===== config.mk =====
export PLATFORM = sky130hd
export DESIGN_NAME = wave_gen_param
export DESIGN_NICKNAME = d
export VERILOG_FILES = /design/src/rtl/wave_gen_param.sv
export SDC_FILE = /design/constraint.sdc
export NUM_CORES = 1
export LEC_CHECK = 0
export ABC_CLOCK_PERIOD_IN_PS = 3320
export BUFFER_PORTS_ARGS = -buffer_cell sky130_fd_sc_hd__buf_2
export CORE_ASPECT_RATIO = 0.9
export CORE_MARGIN = 4
export CORE_UTILIZATION = 55
export DETAILED_ROUTE_END_ITERATION = 16
export PLACE_DENSITY = 0.85
export SKIP_CTS_REPAIR_TIMING = 1
export SLEW_MARGIN = 20
export SYNTH_ARGS = -nofsm -noshare
export SYNTH_HDL_FRONTEND = slang
export SYNTH_SLANG_ARGS = --single-unit

===== constraint.sdc =====
create_clock -name Clock -period 3.32 [get_ports Clock]
set_clock_uncertainty 0.15 [all_clocks]
set_input_delay 0.166 -clock Clock [delete_from_list [all_inputs] [get_ports Clock]]
set_output_delay 0.166 -clock Clock [all_outputs]
set_load 0.02 [all_outputs]

===== src/rtl/wave_gen_param.sv =====
// wave_gen_param
//   Counter-based waveform generator with double-buffered settings.
//   Period, PulseWidth and WaveType are captured into shadow registers only
//   when a new period starts (terminal count reached or hard sync), so the
//   output never changes shape mid-period.
//
// Ports
//   Clock       in   system clock, rising edge
//   ResetN      in   synchronous active-low reset (highest priority)
//   Enable      in   1 = counter advances, 0 = counter holds
//   Sync        in   hard sync: restart period and load settings now
//   Period      in   terminal count; output period is Period+1 clocks
//   PulseWidth  in   square-mode high time in clocks
//   WaveType    in   00 saw up, 01 square, 10 triangle, 11 saw down
//   Waveform    out  registered sample, one clock behind the counter
//   Wrap        out  one-cycle strobe when a new period starts
module wave_gen_param #(
  parameter int WIDTH = 8
) (
  input  logic             Clock,
  input  logic             ResetN,
  input  logic             Enable,
  input  logic             Sync,
  input  logic [WIDTH-1:0] Period,
  input  logic [WIDTH-1:0] PulseWidth,
  input  logic [1:0]       WaveType,
  output logic [WIDTH-1:0] Waveform,
  output logic             Wrap
);

  localparam logic [WIDTH-1:0] ONE = WIDTH'(1);

  logic [WIDTH-1:0] cnt_q, cnt_d;
  logic [WIDTH-1:0] per_q, per_d;
  logic [WIDTH-1:0] pw_q, pw_d;
  logic [1:0]       type_q, type_d;
  logic [WIDTH-1:0] wave_q, wave_d;
  logic             wrap_q, wrap_d;

  logic at_end;
  logic load;

  assign at_end = (cnt_q == per_q);
  // A new period starts on hard sync, or on an enabled edge at terminal count.
  assign load   = Sync || (Enable && at_end);

  always_comb begin
    cnt_d  = cnt_q;
    per_d  = per_q;
    pw_d   = pw_q;
    type_d = type_q;
    wrap_d = 1'b0;
    if (load) begin
      cnt_d  = '0;
      per_d  = Period;
      pw_d   = PulseWidth;
      type_d = WaveType;
      wrap_d = 1'b1;
    end else if (Enable) begin
      // Only reached when cnt_q != per_q, so the increment never passes per_q.
      cnt_d = cnt_q + ONE;
    end
  end

  // Sample is a function of the pre-edge counter and shadows.
  always_comb begin
    wave_d = '0;
    case (type_q)
      2'b00: wave_d = cnt_q;
      2'b01: wave_d = (cnt_q < pw_q) ? '1 : '0;
      // Rising half up to per_q>>1, then descending back toward 1; the
      // +1 keeps both halves symmetric for odd periods (wraps mod 2^WIDTH).
      2'b10: wave_d = (cnt_q <= (per_q >> 1)) ? cnt_q : (per_q - cnt_q + ONE);
      2'b11: wave_d = per_q - cnt_q;
      default: wave_d = '0;
    endcase
  end

  always_ff @(posedge Clock) begin
    if (!ResetN) begin
      cnt_q  <= '0;
      per_q  <= '0;
      pw_q   <= '0;
      type_q <= 2'b00;
      wave_q <= '0;
      wrap_q <= 1'b0;
    end else begin
      cnt_q  <= cnt_d;
      per_q  <= per_d;
      pw_q   <= pw_d;
      type_q <= type_d;
      wave_q <= wave_d;
      wrap_q <= wrap_d;
    end
  end

  assign Waveform = wave_q;
  assign Wrap     = wrap_q;

endmodule


==> impl_results.md, run 1 <==
- Status: finished with violations
- Failing checks: hold timing
- CP endpoint kind: flop
- Final Util: 0.669
- Clock Latency Late Sink: 0.29 ns
- Hold Vio Cnt, Final: 6
- Sequential share of power: 0.415
- R2R setup slack: 0.54 ns
- Commonest non-fill, non-tap cell in the layout: nor2_1
- CP max stage delay: 0.49 ns
- DR iter-0 viols: 318
- Hold WC Path Type: in2reg
- Layout cells sized above 1: 0.152
- Die ar.: 5420 µm²
- Finished layout cell area: 2760 µm²
- Number of global-route vias before repair: 2,044
- Gate power share: 0.280
- Commonest non-fill, non-tap cells in the layout: nor2_1 (51), dfxtp_1 (35), buf_2 (30), inv_1 (29), ha_1 (23)
- Unrepaired setup endpoints after global routing: false
- Routed Wire Length: 5.97 mm
- HPWL Detailed: 4.36 mm
- Initial Util: 0.574
- Crit start category: flop
- Placed cells: 363
- Flop and latch count out of synthesis: 35
- Syn Std Cell Area: 2370 µm²
- Critical setup path kind: reg2reg
- Tcrit/Tclk final: 0.838
- Slew Viols, Final: 0
- Die H: 70.3 µm
- GRT Total Usage: 0.217
- PwrDens: 401 nW/µm²
- Routed wl met3: 379 µm
- Crit path cell chain: ha_1 > inv_1 > fa_1 > a211oi_2 > nor2_1 > xnor2_1 > or3_1 > a311oi_1 > o21ai_1
- Asr flop ratio synth: 0
- Peak Freq: 0.359 GHz
- Main synth FF type: dfxtp_1
- Worst Path Required: 3.34 ns
- TritonRoute pass-1 iters: 6
- IO Pins: 31
- Area delta synth->final: 16.6%
- Via count: 2,242
- Die X: 77.2 µm
- # port buffers: 30
- Htree depth: 2
- Clock group share of total power: 0.305
- Net Switching: 350 µW
- Antenna Cells: 0
- Maximum root-to-sink buffer count: 2
- Number of CTS-inserted buffers: 5
- Syn Inst Count: 295
- First-pass GRT wire length: 9.43 mm
- Number of synthesized flops with an enable pin: 0
- Net count, final: 380
- Peak VDD IR: 0.268 mV
- Mapped Nets: 341
- Row count: 22
- Data arrival, critical path: 2.81 ns
- Seq/Total Area, Yosys: 0.296
- CP max FO: 9
- CTS root buffer: clkbuf_8
- Top layer in use: met4
- Critical path buffers and inverters: 1
- Sum of negative setup slack: 0 ns
- Clk slew on worst S/H paths: 0.07 ns
- TritonCTS clock tree: yes
- Least-Margin Pin Slew: 0.581 ns
- Global route overflow: 0
- Yosys cell types: 61
- Yosys warnings: 0
- Leak: 1.16 nW
- Antenna Violating Nets Remaining: 0
- Core ar.: 4130 µm²
- Clk sinks: 35
- Avg Cell Area, Syn: 8.03 µm²
- Max_slew headroom: 0.602
- Routed wl met2: 2.63 mm
- DR vias/cell: 5.85
- Maxcap violations: 0
- Largest net degree at the start of global routing: 36
- Metal-1 WL: 2.78 mm
- Gpl congestion: 0.979
- Placed inst area: 2540 µm²
- Non-Filler Instances: 383
- # DRC: 0
- Setup ws final: 0.537 ns
- Final Power: 1.11 mW
- P_int: 757 µW
- Slowest cell on crit path: dfxtp_1
- Crit-path leading delay family: adder cells
- Worst Hold Margin: -0.0441 ns
- Fin crit period: 2.78 ns
- Sw Ratio: 0.316
- Initial antenna violation count: 0
- Dpl ws: 0.554 ns
- Final Setup Violations: 0
- DR WL/cell: 15.6 µm
## synthesized netlist by cell type, drive strengths merged (5+ instances only)
library cell	instances	area, µm²
nor3	5	30.0
inv	29	109
clkbuf	5	18.8
xnor2	11	104
nand4	6	37.5
dfxtp	35	701
a211oi	7	62.6
nor2	51	191
a21oi	21	109
o21ai	15	75.1
ha	23	288
buf	7	32.5
nand2	14	55.1
a31oi	5	37.5
## cells by family (layout without fill, tap and decap cells)
family | Yosys count | after routing | share of synthesized area
AO/OA/AOI/OAI | 75 | 75 | 0.220
XOR/XNOR | 14 | 14 | 0.0581
adder cells (fa/ha/maj) | 24 | 24 | 0.130
buffers and inverters | 41 | 81 | 0.0676
flip-flops | 35 | 35 | 0.296
multiplexers | 4 | 4 | 0.0169
AND/OR/NAND/NOR | 102 | 102 | 0.211
## power by group through the flow
stage	Combinational (mW)	Sequential, mW	Clock (mW)
2_1_floorplan	0.215	0.473	0
3_3_place_gp	0.285	0.468	0
3_5_place_dp	0.290	0.469	0
4_1_cts	0.291	0.459	0.343
5_1_grt	0.341	0.462	0.356
6_report	0.310	0.460	0.338
## sequential cells by signal (all words and copies together) (netlist names)
name      cells
pw_q          8
type_q        2
Waveform      8
Wrap          1
cnt_q         8
per_q         8
## metal layers
metal  vias to the layer above  global-route usage
met5                         -                   0
li1                       1121                   -
met3                        19              0.0438
met1                      1014               0.309
met4                         0              0.0949
met2                        88               0.315
## worst paths after layout
check | to | startpoint | depth (start not counted)
setup / recovery | Waveform[5]$_SDFF_PN0_ | cnt_q[0]$_SDFFE_PP0P_ | 9
hold / removal | pw_q[0]$_SDFFE_PN0P_ | PulseWidth[0] | 3
setup reg to reg | Waveform[5]$_SDFF_PN0_ | cnt_q[0]$_SDFFE_PP0P_ | 9
hold reg to reg | pw_q[0]$_SDFFE_PN0P_ | pw_q[0]$_SDFFE_PN0P_ | 2
## tightest hold or removal path, stage by stage
cell and delay [ns]:
buf_2 0.07, mux2i_1 0.05, nor2_1 0.07
## cell type report
type,instances,area [µm²]
Multi-Input combinational cell,219,1510
Fill cell,340,1370
Sequential cell,35,701
Timing Repair Buffer,44,285
Inverter,29,109
Clock buffer,8,100
Tap cell,48,60.1
Power figures use the tool's default switching activity.
==> run 2: changes to the inputs <==
ABC_CLOCK_PERIOD_IN_PS = 2490   (was 3320)
CORE_UTILIZATION = 52   (was 55)
PLACE_DENSITY = 0.84   (was 0.85)
clock period = 2.49 ns   (was 3.32 ns; I/O delays follow)
==> run 2 against run 1 <==
Against the previous run:
- design area increased by 14%
- hold slack improved by 0.077 ns
- clock power increased by 39%
- sequential power increased by 33%
- the run ends with setup timing left
- combinational power increased by 68%
- global-route usage increased by 1.7 points
- first-iteration DRC count decreased by 20%
- critical path depth increased by 2
- die area increased by 5.1%
==> impl_results.md, run 2 (synthesized netlist as in run 1, its figures left out) <==
- Largest net degree at the start of global routing: 20 (-44%)
- Net Switching: 533 µW (+52%)
- Final Util: 0.708 (+0.0393)
- Area delta synth->final: 32.5%
- R2R setup slack: -0.08 ns (-0.61 ns)
- Final Setup Violations: 2 (+2)
- Setup ws final: -0.0758 ns (-0.613 ns)
- Worst Path Required: 2.52 ns (-0.82 ns)
- # port buffers: 30 (unchanged)
- Fill cells: 323 (-5.0%)
- Core ar.: 4430 µm² (+7.3%)
- Final Power: 1.60 mW (+45%)
- Commonest non-fill, non-tap cells in the layout: nor2_1 (49), dfxtp_1 (31), buf_2 (30), inv_1 (27), buf_4 (25)
- Peak Freq: 0.390 GHz (+8.5%)
- TritonCTS clock tree: yes
- Clock group share of total power: 0.294 (-0.011)
- PwrDens: 510 nW/µm² (+27%)
- P_int: 1.07 mW (+41%)
- Htree depth: 2 (unchanged)
- Failing checks: setup timing
- Hold Vio Cnt, Final: 0 (-6)
- DR iter-0 viols: 253 (-20%)
- Layout cells sized above 1: 0.256 (+0.104)
- Clk slew on worst S/H paths: 0.07 ns (about the same)
- Gpl congestion: 0.901 (-8.0%)
- CP endpoint kind: flop
- Net count, final: 412 (+8.4%)
- Die X: 79.1 µm (+2.6%)
- CP max stage delay: 0.42 ns (-0.07 ns)
- GRT Total Usage: 0.234 (+0.0171)
- Unrepaired setup endpoints after global routing: true
- First-pass GRT wire length: 10.4 mm (+11%)
- Sequential share of power: 0.381 (-0.034)
- Antenna Cells: 0 (unchanged)
- Fin crit period: 2.57 ns (-0.217 ns)
- CP max FO: 3 (-6)
- Hold WC Path Type: in2reg
- # DRC: 0 (unchanged)
- Number of CTS-inserted buffers: 5 (unchanged)
- Number of global-route vias before repair: 2,211 (+8.2%)
- Maximum root-to-sink buffer count: 2 (unchanged)
- Slew Viols, Final: 0 (unchanged)
- Crit start category: flop
- Antenna Violating Nets Remaining: 0 (unchanged)
- Routed Wire Length: 7.44 mm (+25%)
- Tcrit/Tclk final: 1.03 (+0.192)
- Initial antenna violation count: 0 (unchanged)
- Least-Margin Pin Slew: 0.602 ns (+0.0206 ns)
- Data arrival, critical path: 2.60 ns (-0.21 ns)
- DR vias/cell: 5.89 (+0.63%)
- IO Pins: 31 (unchanged)
- Leak: 1.33 nW (+15%)
- Clk sinks: 35 (unchanged)
- Status: finished with violations
- Die H: 72.0 µm (+2.5%)
- Gate power share: 0.325 (+0.045)
- Maxcap violations: 0 (unchanged)
- Slowest cell on crit path: fa_2
- Critical setup path kind: reg2reg
- Die ar.: 5700 µm² (+5.1%)
- Max_slew headroom: 0.594 (-0.00881)
- Row count: 23 (+4.5%)
- HPWL Detailed: 4.91 mm (+12%)
- TritonRoute pass-1 iters: 5 (-1)
- Peak VDD IR: 0.413 mV (+54%)
- Via count: 2,527 (+13%)
- Clock Latency Late Sink: 0.30 ns (about the same)
- Initial Util: 0.534 (-0.0392)
- CTS root buffer: clkbuf_8
- Sw Ratio: 0.333 (+0.0161)
- Placed cells: 398 (+9.6%)
- DR WL/cell: 17.3 µm (+11%)
- Sum of negative setup slack: -0.0928 ns (-0.0928 ns)
- Non-Filler Instances: 429 (+12%)
- Crit path cell chain: inv_2 > ha_4 > inv_2 > fa_2 > buf_6 > xor2_4 > and3_4 > nand2_2 > or3_4 > a311oi_2 > o21ai_1
- Global route overflow: 0 (unchanged)
- Cell occurring most often along the worst timing path: inv_2
- Commonest non-fill, non-tap cell in the layout: nor2_1
-- run 2: per-layer routing --
layer	global-route usage	up-vias	routed length (µm)	share of wire
li1	-	1189	-	-
met1	0.301	1140	2910	0.39
met2	0.379	163	3510	0.47
met3	0.0447	35	647	0.087
met4	0.115	0	368	0.049
met5	0	-	0	0
-- run 2: path summary, 6_finish.rpt --
kind,from,cells after the start,to
max,per_q[0]$_SDFFE_PN0P_,11,Waveform[5]$_SDFF_PN0_
min,Enable,3,cnt_q[0]$_SDFFE_PP0P_
min reg2reg,pw_q[0]$_SDFFE_PN0P_,2,pw_q[0]$_SDFFE_PN0P_
max reg2reg,per_q[0]$_SDFFE_PN0P_,11,Waveform[5]$_SDFF_PN0_
-- run 2: power groups by stage --
stage               sequential, mW  combinational [mW]  clock (mW)
floorplan                    0.631               0.287           0
global placement             0.621               0.416           0
detailed placement           0.621               0.430           0
CTS                          0.609               0.434       0.472
global route                 0.613               0.559       0.496
finish                       0.611               0.520       0.471
-- run 2: through the flow --
stage / hold slack (ns) / setup slack [ns] / cell area, µm²
after global routing: 0.0312 / -0.162 / 3140
after detailed placement: 0.205 / -0.0794 / 2730
after global placement: 0.197 / 0.00768 / 2730
after CTS: -0.105 / -0.106 / 2830
final: 0.0334 / -0.0758 / 3140
after floorplan: 0.0962 / 0.0613 / 2370
-- run 2: final cells by class --
type                    count  area, µm²  area share
repair buffers             76        559       0.178
well taps                  62       77.6      0.0247
clock buffers               8        100      0.0319
inverters                  29        109      0.0347
multi-input cells         219       1590       0.506
flip-flops and latches     35        706       0.225
-- run 2: critical path: cells and delay by family, from the launching register on --
family	cells	cell delay, ns
AOI/OAI and AO/OA	2	0.35
adders and majority gates	2	0.55
xor gates and xnor gates	1	0.16
DFF	1	0.32
and+or+nand+nor	3	0.67
buffers and inverters	3	0.26
==> run 3: changes to the inputs <==
RECOVER_POWER = 50   (was not set)
==> run 3 against run 2 <==
Against the previous run:
- the flow still finishes with violations (setup timing)
- non-clock buffer count stayed put
- worst setup slack is essentially flat
- register-to-register slack is essentially flat
- utilization decreased by 0.85 points
- design area decreased by 1.2%
- critical path depth is the same
- count of clock-buffer cells in the layout stayed put
- first-iteration DRC count shrank 3.2%
- largest cell class unchanged
==> impl_results.md, run 3 (synthesized netlist as in run 1, its figures left out) <==
- Leak: 1.28 nW (-4.0%)
- Maxcap violations: 0 (unchanged)
- Die H: 72.0 µm (unchanged)
- Unrepaired setup endpoints after global routing: true
- Fill cells: 333 (+3.1%)
- Top layer in use: met4
- Number of global-route vias before repair: 2,211 (unchanged)
- Antenna Violating Nets Remaining: 0 (unchanged)
- Peak Freq: 0.390 GHz (about the same)
- Clock Latency Late Sink: 0.30 ns (about the same)
- # port buffers: 30 (unchanged)
- Hold WC Path Type: in2reg
- Global route overflow: 0 (unchanged)
- CP max stage delay: 0.42 ns (about the same)
- Commonest non-fill, non-tap cell in the layout: nor2_1
- Via count: 2,528 (+0.040%)
- Tcrit/Tclk final: 1.03 (about the same)
- Placed cells: 398 (unchanged)
- # DRC: 0 (unchanged)
- Routed wl met3: 720 µm (+11%)
- Cell occurring most often along the worst timing path: inv_2
- Initial antenna violation count: 0 (unchanged)
- Area delta synth->final: 31.0%
- First-pass GRT wire length: 10.4 mm (unchanged)
- Peak VDD IR: 0.400 mV (-3.2%)
- Largest net degree at the start of global routing: 20 (unchanged)
- Layout cells sized above 1: 0.223 (-0.0327)
- Hold Vio Cnt, Final: 0 (unchanged)
- Metal-1 WL: 2.91 mm (-0.14%)
- Clk slew on worst S/H paths: 0.07 ns (about the same)
- Crit-path leading delay family: simple AND/OR/NAND/NOR gates
- Sequential cell area: 706 µm² (unchanged)
- Slowest cell on crit path: fa_2
- Worst Path Required: 2.52 ns (about the same)
- Maximum root-to-sink buffer count: 2 (unchanged)
- Non-Filler Instances: 429 (unchanged)
- TritonRoute pass-1 iters: 5 (unchanged)
- Fin crit period: 2.57 ns (+0.000409 ns)
- Routed wl met2: 3.49 mm (-0.71%)
- CTS root buffer: clkbuf_8
- Slew Viols, Final: 0 (unchanged)
- Antenna Cells: 0 (unchanged)
- DR vias/cell: 5.89 (about the same)
- Least-Margin Pin Slew: 0.608 ns (+0.00655 ns)
- Routed Wire Length: 7.51 mm (+0.89%)
- PwrDens: 513 nW/µm² (+0.50%)
- Htree depth: 2 (unchanged)
- Core ar.: 4430 µm² (unchanged)
- Max_slew headroom: 0.589 (-0.00442)
- Crit path cell chain: inv_2 > ha_4 > inv_2 > fa_2 > buf_6 > xor2_4 > and3_4 > nand2_2 > or3_4 > a311oi_2 > o21ai_1
- Setup ws final: -0.0762 ns (-0.000409 ns)
- Number of CTS-inserted buffers: 5 (unchanged)
- DR iter-0 viols: 245 (-3.2%)
- HPWL Detailed: 4.91 mm (unchanged)
- Clk sinks: 35 (unchanged)
- Data arrival, critical path: 2.59 ns (about the same)
- IO Pins: 31 (unchanged)
- Die ar.: 5700 µm² (unchanged)
- GRT Total Usage: 0.234 (unchanged)
- CP max FO: 3 (unchanged)
- TritonCTS clock tree: yes
- Die X: 79.1 µm (unchanged)
- Crit start category: flop
- Net count, final: 412 (unchanged)
- Final Setup Violations: 3 (+1)
- Dpl ws: -0.0794 ns (unchanged)
- Row count: 23 (unchanged)
- Area of the multi-input gates: 1590 µm² (unchanged)
- Status: finished with violations
- Commonest non-fill, non-tap cells in the layout: nor2_1 (49), dfxtp_1 (31), inv_1 (27), buf_2 (22), buf_4 (22)
- Critical setup path kind: reg2reg
- Failing checks: setup timing
- Initial Util: 0.534 (unchanged)
- Critical path buffers and inverters: 3 (unchanged)
- CP endpoint kind: flop
- Gpl congestion: 0.901 (unchanged)
- DR WL/cell: 17.5 µm (+0.89%)
==> run 3: cell count changes in the layout (fill, tap and decap cells not counted), sizes merged <==
| cell | change |
|---|---|
| buf | -12 |
| clkbuf | +12 |
==> run 3: final timing paths <==
kind,startpoint,endpoint,slack (ns),cells past startpoint
worst max-delay path,per_q[0]$_SDFFE_PN0P_,Waveform[5]$_SDFF_PN0_,-0.08,11
worst min-delay path,Enable,cnt_q[0]$_SDFFE_PP0P_,0.04,3
worst max register to register,per_q[0]$_SDFFE_PN0P_,Waveform[5]$_SDFF_PN0_,-0.08,11
worst min register to register,pw_q[0]$_SDFFE_PN0P_,pw_q[0]$_SDFFE_PN0P_,0.37,2
==> run 3: stage by stage <==
stage,cell area [µm²],power [mW],hold WS [ns],TNS (ns),utilization
2_1_floorplan,2370,0.918,0.0962,0,-
3_3_place_gp,2730,1.04,0.197,0,0.616
3_5_place_dp,2730,1.05,0.205,-0.170,0.616
4_1_cts,2830,1.51,-0.105,-0.289,0.639
5_1_grt,3100,1.66,0.0312,-0.571,0.700
6_report,3100,1.59,0.0355,-0.0942,0.700
==> run 3: tightest hold or removal path, stage by stage <==
cell and delay (ns):
buf_2 0.15, xnor2_1 0.13, nor2_1 0.04
==> run 3: area by class of cell <==
type / count / share of cell area
Clock buffer: 8 / 0.0323
Tap cell: 62 / 0.0250
Multi-Input combinational cell: 219 / 0.512
Timing Repair Buffer: 76 / 0.168
Sequential cell: 35 / 0.228
Inverter: 29 / 0.0351
==> run 3: per-layer routing <==
| layer | vias to the layer above | track usage |
|---|---|---|
| met5 | - | 0 |
| met4 | 0 | 0.115 |
| met3 | 46 | 0.0447 |
| met2 | 165 | 0.379 |
| met1 | 1130 | 0.301 |
| li1 | 1187 | - |
==> run 3: where the power goes <==
part	switching [mW]	internal [mW]	leakage [nW]
clock	0.217	0.253	0.0515
combinational	0.297	0.213	0.941
sequential	0.0186	0.593	0.289
total	0.533	1.06	1.28
